<file path="config.mk">
export PLATFORM = sky130hd
export DESIGN_NAME = async_fifo_wr_ctrl_flat
export DESIGN_NICKNAME = d
export VERILOG_FILES = /design/src/rtl/fifo_cdc_pkg.sv /design/src/rtl/async_fifo_wr_ctrl_if.sv /design/src/rtl/async_fifo_wr_ctrl.sv /design/src/flat_wrapper.sv
export SDC_FILE = /design/constraint.sdc
export NUM_CORES = 1
export LEC_CHECK = 0
export BUFFER_PORTS_ARGS = -buffer_cell sky130_fd_sc_hd__buf_2
export CAP_MARGIN = 20
export CORE_UTILIZATION = 39
export CTS_BUF_LIST = sky130_fd_sc_hd__clkbuf_4 sky130_fd_sc_hd__clkbuf_8
export DETAILED_ROUTE_END_ITERATION = 8
export GPL_ROUTABILITY_DRIVEN = 0
export GPL_TIMING_DRIVEN = 0
export SYNTH_ARGS = -nofsm -noshare
export SYNTH_HDL_FRONTEND = slang
export SYNTH_SLANG_ARGS = --single-unit
</file>
<file path="constraint.sdc">
create_clock -name clk -period 3.9 [get_ports clk]
set_clock_uncertainty 0.15 [all_clocks]
set_input_delay 0.39 -clock clk [delete_from_list [all_inputs] [get_ports clk]]
set_output_delay 0.39 -clock clk [all_outputs]
set_load 0.005 [all_outputs]
</file>
<file path="src/rtl/fifo_cdc_pkg.sv">
// rtl/fifo_cdc_pkg.sv - shared Gray/binary helpers and depth constants for the async FIFO controllers
package fifo_cdc_pkg;

  localparam int PTR_MAX_W = 32;

  function automatic int fifo_depth(input int addr_w);
    return 1 << addr_w;
  endfunction

  // Callers zero-extend into PTR_MAX_W bits and cast the result back to their own pointer type.
  function automatic logic [PTR_MAX_W-1:0] bin2gray(input logic [PTR_MAX_W-1:0] b);
    return b ^ (b >> 1);
  endfunction

  function automatic logic [PTR_MAX_W-1:0] gray2bin(input logic [PTR_MAX_W-1:0] g);
    logic [PTR_MAX_W-1:0] b;
    b[PTR_MAX_W-1] = g[PTR_MAX_W-1];
    for (int i = PTR_MAX_W - 2; i >= 0; i--) begin
      b[i] = b[i+1] ^ g[i];
    end
    return b;
  endfunction

endpackage

</file>
<file path="src/rtl/async_fifo_wr_ctrl_if.sv">
// rtl/async_fifo_wr_ctrl_if.sv - producer/synchroniser-facing signals of the FIFO write controller
interface async_fifo_wr_ctrl_if #(
  parameter int ADDR_W = 3
);
  logic              wr_en;
  logic [ADDR_W:0]   rptr_gray_sync;
  logic              clr_overflow;
  logic              wr_accept;
  logic [ADDR_W-1:0] waddr;
  logic [ADDR_W:0]   wptr_gray;
  logic              full;
  logic              almost_full;
  logic [ADDR_W:0]   wr_level;
  logic              overflow;

  modport master (
    output wr_en, rptr_gray_sync, clr_overflow,
    input  wr_accept, waddr, wptr_gray, full, almost_full, wr_level, overflow
  );

  modport slave (
    input  wr_en, rptr_gray_sync, clr_overflow,
    output wr_accept, waddr, wptr_gray, full, almost_full, wr_level, overflow
  );
endinterface

</file>
<file path="src/rtl/async_fifo_wr_ctrl.sv">
// rtl/async_fifo_wr_ctrl.sv - write-domain pointer, full/almost_full and level logic of the async FIFO
module async_fifo_wr_ctrl
  import fifo_cdc_pkg::*;
#(
  parameter int ADDR_W    = 3,
  parameter int AF_MARGIN = 1
) (
  input logic                  clk,
  input logic                  rst_n,
  async_fifo_wr_ctrl_if.slave  wif
);

  localparam int DEPTH = fifo_depth(ADDR_W);
  localparam int PW    = ADDR_W + 1;
  localparam logic [PW-1:0] AF_THRESH = PW'(DEPTH - AF_MARGIN);

  logic [PW-1:0] wbin_q, wbin_d;
  logic [PW-1:0] gray_q, gray_d;
  logic [PW-1:0] level_q, level_d;
  logic [PW-1:0] rbin;
  logic          full_q, full_d;
  logic          af_q, af_d;
  logic          ovf_q, ovf_d;
  logic          wr_accept;

  always_comb begin
    wr_accept = wif.wr_en & ~full_q;
    wbin_d    = wbin_q + PW'(wr_accept);
    gray_d    = PW'(bin2gray(PTR_MAX_W'(wbin_d)));
    rbin      = PW'(gray2bin(PTR_MAX_W'(wif.rptr_gray_sync)));
    level_d   = wbin_d - rbin;
    // Full in Gray space: wrap bit and next bit inverted, the rest equal.
    full_d    = (gray_d == {~wif.rptr_gray_sync[ADDR_W:ADDR_W-1],
                            wif.rptr_gray_sync[ADDR_W-2:0]});
    af_d      = (level_d >= AF_THRESH);
    ovf_d     = (wif.wr_en & full_q) | (ovf_q & ~wif.clr_overflow);
  end

  always_ff @(posedge clk or negedge rst_n) begin
    if (!rst_n) begin
      wbin_q  <= '0;
      gray_q  <= '0;
      level_q <= '0;
      full_q  <= 1'b0;
      af_q    <= 1'b0;
      ovf_q   <= 1'b0;
    end else begin
      wbin_q  <= wbin_d;
      gray_q  <= gray_d;
      level_q <= level_d;
      full_q  <= full_d;
      af_q    <= af_d;
      ovf_q   <= ovf_d;
    end
  end

  assign wif.wr_accept   = wr_accept;
  assign wif.waddr       = wbin_q[ADDR_W-1:0];
  assign wif.wptr_gray   = gray_q;
  assign wif.full        = full_q;
  assign wif.almost_full = af_q;
  assign wif.wr_level    = level_q;
  assign wif.overflow    = ovf_q;

endmodule

</file>
<file path="src/flat_wrapper.sv">
// flat-port wrapper written by rule: the top's interface ports become plain ports
module async_fifo_wr_ctrl_flat import fifo_cdc_pkg::*;
#(
  parameter int ADDR_W    = 3,
  parameter int AF_MARGIN = 1
)
  (clk, rst_n, wif_wr_en, wif_rptr_gray_sync, wif_clr_overflow, wif_wr_accept, wif_waddr, wif_wptr_gray, wif_full, wif_almost_full, wif_wr_level, wif_overflow);
  async_fifo_wr_ctrl_if #(.ADDR_W(ADDR_W)) wif_i ();
  input logic clk;
  input logic rst_n;
  input wire logic [$bits(wif_i.wr_en)-1:0] wif_wr_en;
  input wire logic [$bits(wif_i.rptr_gray_sync)-1:0] wif_rptr_gray_sync;
  input wire logic [$bits(wif_i.clr_overflow)-1:0] wif_clr_overflow;
  output wire logic [$bits(wif_i.wr_accept)-1:0] wif_wr_accept;
  output wire logic [$bits(wif_i.waddr)-1:0] wif_waddr;
  output wire logic [$bits(wif_i.wptr_gray)-1:0] wif_wptr_gray;
  output wire logic [$bits(wif_i.full)-1:0] wif_full;
  output wire logic [$bits(wif_i.almost_full)-1:0] wif_almost_full;
  output wire logic [$bits(wif_i.wr_level)-1:0] wif_wr_level;
  output wire logic [$bits(wif_i.overflow)-1:0] wif_overflow;
  assign wif_i.wr_en = wif_wr_en;
  assign wif_i.rptr_gray_sync = wif_rptr_gray_sync;
  assign wif_i.clr_overflow = wif_clr_overflow;
  assign wif_wr_accept = wif_i.wr_accept;
  assign wif_waddr = wif_i.waddr;
  assign wif_wptr_gray = wif_i.wptr_gray;
  assign wif_full = wif_i.full;
  assign wif_almost_full = wif_i.almost_full;
  assign wif_wr_level = wif_i.wr_level;
  assign wif_overflow = wif_i.overflow;
  async_fifo_wr_ctrl #(.ADDR_W(ADDR_W), .AF_MARGIN(AF_MARGIN)) u_core (.clk(clk), .rst_n(rst_n), .wif(wif_i));
endmodule
</file>
# ---- Yosys cells after proc, flatten, opt, wreduce, memory -nomap -nowiden
# Index checks and enable logic that the tools add are counted.
dict set report op_classes {
  magnitude_cmp 1
  mux 0
  add_sub_neg 2
  bitwise 11
  eq_ne 1
  div 0
  mul 0
  shifts 0
  n_reduce_logical 0
}
# cell n
set op_table {}
lappend op_table {{adder 4 x 1 -> 4 bit} 1}
lappend op_table {{== test 4 bit} 1}
lappend op_table {{>= comparator 4 x 3 -> 1 bit, second input constant} 1}
lappend op_table {{subtractor 4 bit} 1}
lappend op_table {{XOR 4 x 3 -> 4 bit} 1}
lappend op_table {{AND 1 bit} 3}
lappend op_table {{XOR 1 bit} 3}
lappend op_table {{NOT 1 bit} 2}
lappend op_table {{NOT 2 bit} 1}
lappend op_table {{OR 1 bit} 1}
dict set report totals {
  ramBits 0
  reg_bits 15
  romBits 0
  n_memories 0
  inputBits 8
  latchBits 0
}

# ---- Depth between registers and ports, before layout
# Gate-level depths: netlist of the first run.
dict set report logic_depth {
  word_depth 5
  ltp_mapped 8
}

# ---- Worst setup path before layout of the first run
# Ideal clock, no wire load.
dict set report synth_path {
  path_kind {input to register}
  start {input wif_wr_en}
  end {register u_core.full_q, in the netlist u_core.wif.full}
  path_slack_ns 1.723
  path_stages 7
  t_required_ns 3.663
  arrival_ns 1.941
  path_buffers 0
  setup_ns 0.087
  cell_sequence {nor2b_1 > ha_1 > ha_1 > xor2_1 > xor2_1 > or3_1 > a211oi_2}
}
dict set report synth_via {
  elab_chain_cells 4
}
# element line_no
set synth_rtl {}
lappend synth_rtl {{from (decl)} flat_wrapper.sv:11} ;# input wire logic [$bits(wif_i.wr_en)-1:0] wif_wr_en;
lappend synth_rtl {{AND 1 bit} async_fifo_wr_ctrl.sv:27} ;# wr_accept = wif.wr_en & ~full_q;
lappend synth_rtl {{adder 4 x 1 -> 4 bit} async_fifo_wr_ctrl.sv:28} ;# wbin_d = wbin_q + PW'(wr_accept);
lappend synth_rtl {{named net u_core.wbin_d[2]} async_fifo_wr_ctrl.sv:17} ;# logic [PW-1:0] wbin_q, wbin_d;
lappend synth_rtl {{XOR 4 x 3 -> 4 bit} fifo_cdc_pkg.sv:12} ;# return b ^ (b >> 1);
lappend synth_rtl {{== test 4 bit} async_fifo_wr_ctrl.sv:33} ;# full_d = (gray_d == {~wif.rptr_gray_sync[ADDR_W:ADDR_W-1],
lappend synth_rtl {{named net u_core.full_d} async_fifo_wr_ctrl.sv:21} ;# logic full_q, full_d;
lappend synth_rtl {{to (signal assigned)} async_fifo_wr_ctrl.sv:51} ;# full_q <= full_d;
lappend synth_rtl {{to (decl)} async_fifo_wr_ctrl.sv:21}
# The timed path passes the listed nets, and every way through them passes these cells.

# ---- Final worst setup path of the first run
dict set report layout_path {
  start {register u_core.full_q, in the netlist u_core.wif.full}
  end {register u_core.full_q, in the netlist u_core.wif.full}
}
dict set report layout_via {
  elab_chain_cells 5
}
# element line_no
set layout_rtl {}
lappend layout_rtl {{NOT 1 bit} async_fifo_wr_ctrl.sv:27}
lappend layout_rtl {{AND 1 bit} async_fifo_wr_ctrl.sv:27}
lappend layout_rtl {{adder 4 x 1 -> 4 bit} async_fifo_wr_ctrl.sv:28}
lappend layout_rtl {{named net u_core.wbin_d[2]} async_fifo_wr_ctrl.sv:17}
lappend layout_rtl {{XOR 4 x 3 -> 4 bit} fifo_cdc_pkg.sv:12}
lappend layout_rtl {{== test 4 bit} async_fifo_wr_ctrl.sv:33}
lappend layout_rtl {{named net u_core.full_d} async_fifo_wr_ctrl.sv:21}
# The timed path passes the listed nets, and every way through them passes these cells.

==> metrics.yaml, run 1 <==
criticalPathCategory: "flop to flop"
yosys_warnings: 0
violations: "DRC"
max_freq_mhz: 408
grt.busiest_layer: "met2"
timing.max_cap.violations: 0
p_leak_nw: 0.435
antenna_found_initial: 0
die_w_um: 43.7
final_area_um2: 856
htreeDepth: 1
firstDrtPassIters: 5
r2r_slack_ns: 1.45
cts_sinks: 14
drc_errors: 3
final_cell_mix: "22 x buf_2, 14 x dfrtp_1, 10 x xnor2_1"
vias: 475
cts_tree: "built"
grt_overflow: 0
synth_seq_cells: 14
clockBufferDepth: 2
syn_avg_cell_area_um2: 11.9
ys_types: 14
core_mm2: 0.00156
grt_pass1_vias: 471
grt_max_degree: 15
required_ns: 3.93
synthesis.area_um2: 679
drv_slew: 0
place_area_um2: 810
seq_area_frac_synth_pct: 51.6
endpoint_kind: "flop"
dp_hpwl_um: 1040
synthToLayoutAreaGrowth_pct: 26.0
clk_pin_slew_worst_paths_ns: 0.08
ir_worst_vdd_mv: 0.510
utilization_pct: 54.9
path_max_fanout: 4
wl_per_cell_um: 12.5
finalHoldViolations: 0
cts_buffers: 3
start_util_pct: 43.6
nNetsFinal: 99
final.min_clock_period_ns: 2.45
met3_usage_pct: 1.25
min_path_type: "input pin to flop"
crit_arrival_ns: 2.48
postCtsSetupBuffers: 0
ant_nets: 0
synth_cells: 57
hold_ws_ns: 0.160
drive_gt1_share_pct: 32.1
crit_path_start_kind: "flop"
grt_util_all_layers_pct: 15.7
antennaDiodeCount: 0
port_buffers: 22
grt.met1_usage_pct: 19.1
status: "complete, but fails checks"
routed_wl_um: 1250
row_count: 14
pwr_density_cell_mw_per_mm2: 983
rsz0062_at_grt: "false"
slew_headroom_pct: 70.7
p_total_uw: 841
finalCritPeriodShare_pct: 62.9
synth_nets: 71
die_area_mm2: 0.00191
viasPerCell: 4.75
initialDrtViolationCount: 8
worstMarginPinSlew_ns: 0.439
setup_tns_ns: 0
layout_commonest_cell: "buf_2"
use_met2_pct: 26.9
grt_pass1_wl_um: 2080
clk_latency_ns: 0.27
setup_violations: 0
root_buffer: "clkbuf_4"
die_y_um: 43.7
ios: 23
[layer usage]
| layer | up-vias | routed length, um |
|---|---|---|
| met4 | 0 | 15 |
| met1 | 216 | 519 |
| met3 | 2 | 54 |
| met2 | 17 | 658 |
| met5 | - | 0 |
| li1 | 240 | - |
[repair_timing]
item                                   4_1_cts  5_1_grt
endpoints found under the hold margin       14        0
hold buffers                                 1        0
gates resized for setup                      0        0
[sequential cells by signal (all words and copies together), names as in the netlist]
signal / count
u_core.wif.wr_level: 4
u_core.wif.almost_full: 1
u_core.wif.full: 1
u_core.wif.overflow: 1
u_core.wbin_q: 3
u_core.wif.wptr_gray: 4
[worst max-delay path: stages, from the launching register on]
cell and delay, ns:
dfrtp_1 0.41, nor2b_1 0.16, ha_1 0.23, ha_1 0.22, xor2_1 0.40, xor2_1 0.15
or3_1 0.38, a211oi_2 0.26
[cell families after synthesis]
| family | Yosys count | share of synthesized area (%) |
|---|---|---|
| buffers and inverters | 7 | 3.87 |
| AO/OA/AOI/OAI | 5 | 5.53 |
| adder cells (fa/ha/maj) | 6 | 12.2 |
| flip-flops | 14 | 51.6 |
| XOR/XNOR | 15 | 19.3 |
| AND/OR/NAND/NOR | 10 | 7.55 |
[cells in the mapped netlist]
library cell | instances | area share (%)
dfrtp_1 | 14 | 52
xnor2_1 | 10 | 13
inv_1 | 7 | 3.9
ha_1 | 5 | 9.2
nand3_1 | 5 | 3.7
xor2_1 | 5 | 6.4
nand2_1 | 2 | 1.1
nor2b_1 | 2 | 1.8
o21ai_0 | 2 | 1.5
a211oi_2 | 1 | 1.8
a21boi_0 | 1 | 1.1
a21o_1 | 1 | 1.1
fa_1 | 1 | 2.9
or3_1 | 1 | 0.92
[layout make-up]
class | count | area (um^2)
clock buffers | 4 | 36.3
fillers | 150 | 703
inverters | 7 | 26.3
multi-input cells | 36 | 303
flip-flops and latches | 14 | 350
well taps | 16 | 20.0
repair buffers | 23 | 120
[path summary, 6_finish.rpt]
kind	from	end	cells past startpoint
worst max-delay path	u_core.wif.full	u_core.wif.full	7
worst min-delay path	wif_clr_overflow	u_core.wif.overflow	2
worst max register to register	u_core.wif.full	u_core.wif.full	7
worst min register to register	u_core.wif.full	u_core.wif.overflow	2
max in group asynchronous	rst_n	u_core.wif.wptr_gray[3]	2
min in group asynchronous	rst_n	u_core.wif.almost_full	2
[where the power goes]
part	internal (mW)	switching [mW]	total (mW)
Combinational	0.219	0.257	0.476
Sequential	0.227	0.0363	0.264
Clock	0.0567	0.0442	0.101
Total	0.503	0.338	0.841
[stage by stage]
stage,worst slack [ns],cells
after detailed placement,1.34,95
after global placement,1.45,95
final,1.45,100
after floorplan,1.72,57
after CTS,1.42,100
after global routing,1.29,100
No activity file was read; power rests on OpenSTA's default activity.
==> run 2, diff against run 1 <==
--- a/config.mk
+++ b/config.mk
@@ -12,6 +12,7 @@
 export DETAILED_ROUTE_END_ITERATION = 8
 export GPL_ROUTABILITY_DRIVEN = 0
 export GPL_TIMING_DRIVEN = 0
+export PLACE_DENSITY = 0.67
 export SYNTH_ARGS = -nofsm -noshare
 export SYNTH_HDL_FRONTEND = slang
 export SYNTH_SLANG_ARGS = --single-unit
==> constraint.sdc (replaced) <==
create_clock -name clk -period 2.1 [get_ports clk]
set_clock_uncertainty 0.15 [all_clocks]
set_input_delay 0.21 -clock clk [delete_from_list [all_inputs] [get_ports clk]]
set_output_delay 0.21 -clock clk [all_outputs]
set_load 0.005 [all_outputs]
==> run 2 against run 1 <==
Hold slack worse by 0.14 ns. Clock-buffer cell count unchanged. Highest routed layer unchanged. Largest cell class is now multi-input gates. First-iteration DRC count down 50%. Clock power up 87%. The run still ends with DRC left.
==> metrics.yaml, run 2 (synthesis results as in run 1) <==
status: "complete, but fails checks"
violations: "DRC"
required_ns: 2.11  # -1.82 ns
firstDrtPassIters: 6  # +1
met3_length_um: 48  # -11%
grt_max_degree: 15  # unchanged
path_max_fanout: 5  # +1
finalHoldViolations: 0  # unchanged
drive_gt1_share_pct: 43.8  # +12 points
antenna_found_initial: 0  # unchanged
clockBufferDepth: 2  # unchanged
dp_slack_ns: -0.188  # -1.53 ns
setup_violations: 0  # unchanged
grt_pass1_wl_um: 2050  # -1.6%
cts_tree: "built"
row_count: 14  # unchanged
fillers: 123  # -18%
vias: 499  # +5.1%
cts_sinks: 14  # unchanged
dr_wl_met2_um: 632  # -4.0%
met1_length_um: 557  # +7.3%
viasPerCell: 4.75  # about the same
start_util_pct: 43.6  # unchanged
timing.max_cap.violations: 0  # unchanged
max_freq_mhz: 493  # +21%
final_cell_mix: "22 x buf_2, 14 x dfrtp_1, 9 x xnor2_1"
ant_nets: 0  # unchanged
criticalPathCategory: "flop to flop"
die_area_mm2: 0.00191  # unchanged
synthToLayoutAreaGrowth_pct: 43.1
nNetsFinal: 104  # +5.1%
core_mm2: 0.00156  # unchanged
wl_per_cell_um: 11.9  # -4.3%
crit_arrival_ns: 2.04  # -0.44 ns
antennaDiodeCount: 0  # unchanged
layout_commonest_cell: "buf_2"
drc_errors: 2  # -1
root_buffer: "clkbuf_4"
crit_path_start_kind: "flop"
clk_latency_ns: 0.27  # about the same
min_path_cells: 3  # +1
ir_worst_vdd_mv: 0.869  # +70%
initialDrtViolationCount: 4  # -4
cts_buffers: 3  # unchanged
top_layer_used: "met4"
ios: 23  # unchanged
port_buffers: 22  # unchanged
final.setup.worst_slack_ns: 0.0700  # -1.38 ns
rr_worst_depth: 8  # +1
grt_pass1_vias: 464  # -1.5%
slew_headroom_pct: 75.6  # +4.9 points
worstMarginPinSlew_ns: 0.364  # -0.0748 ns
routed_wl_um: 1250  # +0.48%
p_leak_nw: 0.468  # +7.6%
final.min_clock_period_ns: 2.03  # -0.422 ns
grt_util_all_layers_pct: 15.6  # -0.13 points
die_w_um: 43.7  # unchanged
finalCritPeriodShare_pct: 96.7  # +34 points
endpoint_kind: "flop"
dp_hpwl_um: 933  # -10%
clk_pin_slew_worst_paths_ns: 0.08  # about the same
utilization_pct: 62.4  # +7.5 points
die_y_um: 43.7  # unchanged
pwr_density_cell_mw_per_mm2: 1840  # +87%
htreeDepth: 1  # unchanged
grt_overflow: 0  # unchanged
drv_slew: 0  # unchanged
min_path_type: "input pin to flop"
run 2: cell count changes in the layout (fill, tap and decap cells not counted), moves of 2 or more:
cell / change
xor2_1: -2
buf_4: +4
ha_1: -3
ha_4: +3
run 2: cell type report:
class                           instances  area, um^2  share of cell area, %
Inverter                                7        26.3                   2.70
Sequential cell                        14         350                   36.0
Timing Repair Buffer                   28         160                   16.5
Multi-Input combinational cell         36         379                   39.0
Clock buffer                            4        36.3                   3.73
Tap cell                               16        20.0                   2.06
run 2: final timing paths:
kind	start	to	slack [ns]
min	wif_wr_en	u_core.wif.overflow	0.02
max in group asynchronous	rst_n	u_core.wif.wr_level[3]	1.37
min in group asynchronous	rst_n	u_core.wif.wptr_gray[0]	0.20
max	u_core.wif.full	u_core.wif.almost_full	0.07
max reg2reg	u_core.wif.full	u_core.wif.almost_full	0.07
min reg2reg	u_core.wif.full	u_core.wif.overflow	0.39
run 2: timing repair:
action,in CTS,in global routing
pin swaps,0,4
cloned,0,0
hold buffers,2,0
setup endpoints to repair,4,3
hold endpoints to repair,15,0
gates resized for setup,6,4
buffers inserted,1,3
run 2: routing by layer:
layer / vias to the layer above / track usage [%]
li1: 248 / -
met3: 2 / 3.75
met1: 234 / 19.3
met5: - / 0
met4: 0 / 7.50
met2: 15 / 25.4
run 2: critical path, stage by stage, from the launching register on:
cell and delay [ns]:
dfrtp_1 0.40, nor2b_2 0.17, ha_4 0.17, ha_4 0.18, inv_1 0.09, fa_2 0.56
inv_1 0.05, nand3_1 0.07, nand3_1 0.07
run 2: power by group:
part / leakage [nW] / switching [mW] / internal [mW]
combinational: 0.280 / 0.520 / 0.572
clock: 0.0210 / 0.0837 / 0.105
sequential: 0.168 / 0.0855 / 0.422
total: 0.468 / 0.689 / 1.10
run 2: per-stage QoR:
stage / instances / area (um^2) / TNS [ns] / hold WS (ns) / total power, mW
3_3_place_gp: 95 / 820 / -0.303 / -0.0349 / 1.36
5_1_grt: 105 / 972 / -0.000998 / 0.0244 / 1.95
2_1_floorplan: 57 / 689 / 0 / -0.236 / 1.11
3_5_place_dp: 95 / 820 / -0.453 / -0.0300 / 1.38
4_1_cts: 102 / 917 / 0 / 0.0233 / 1.71
6_report: 105 / 972 / 0 / 0.0200 / 1.79
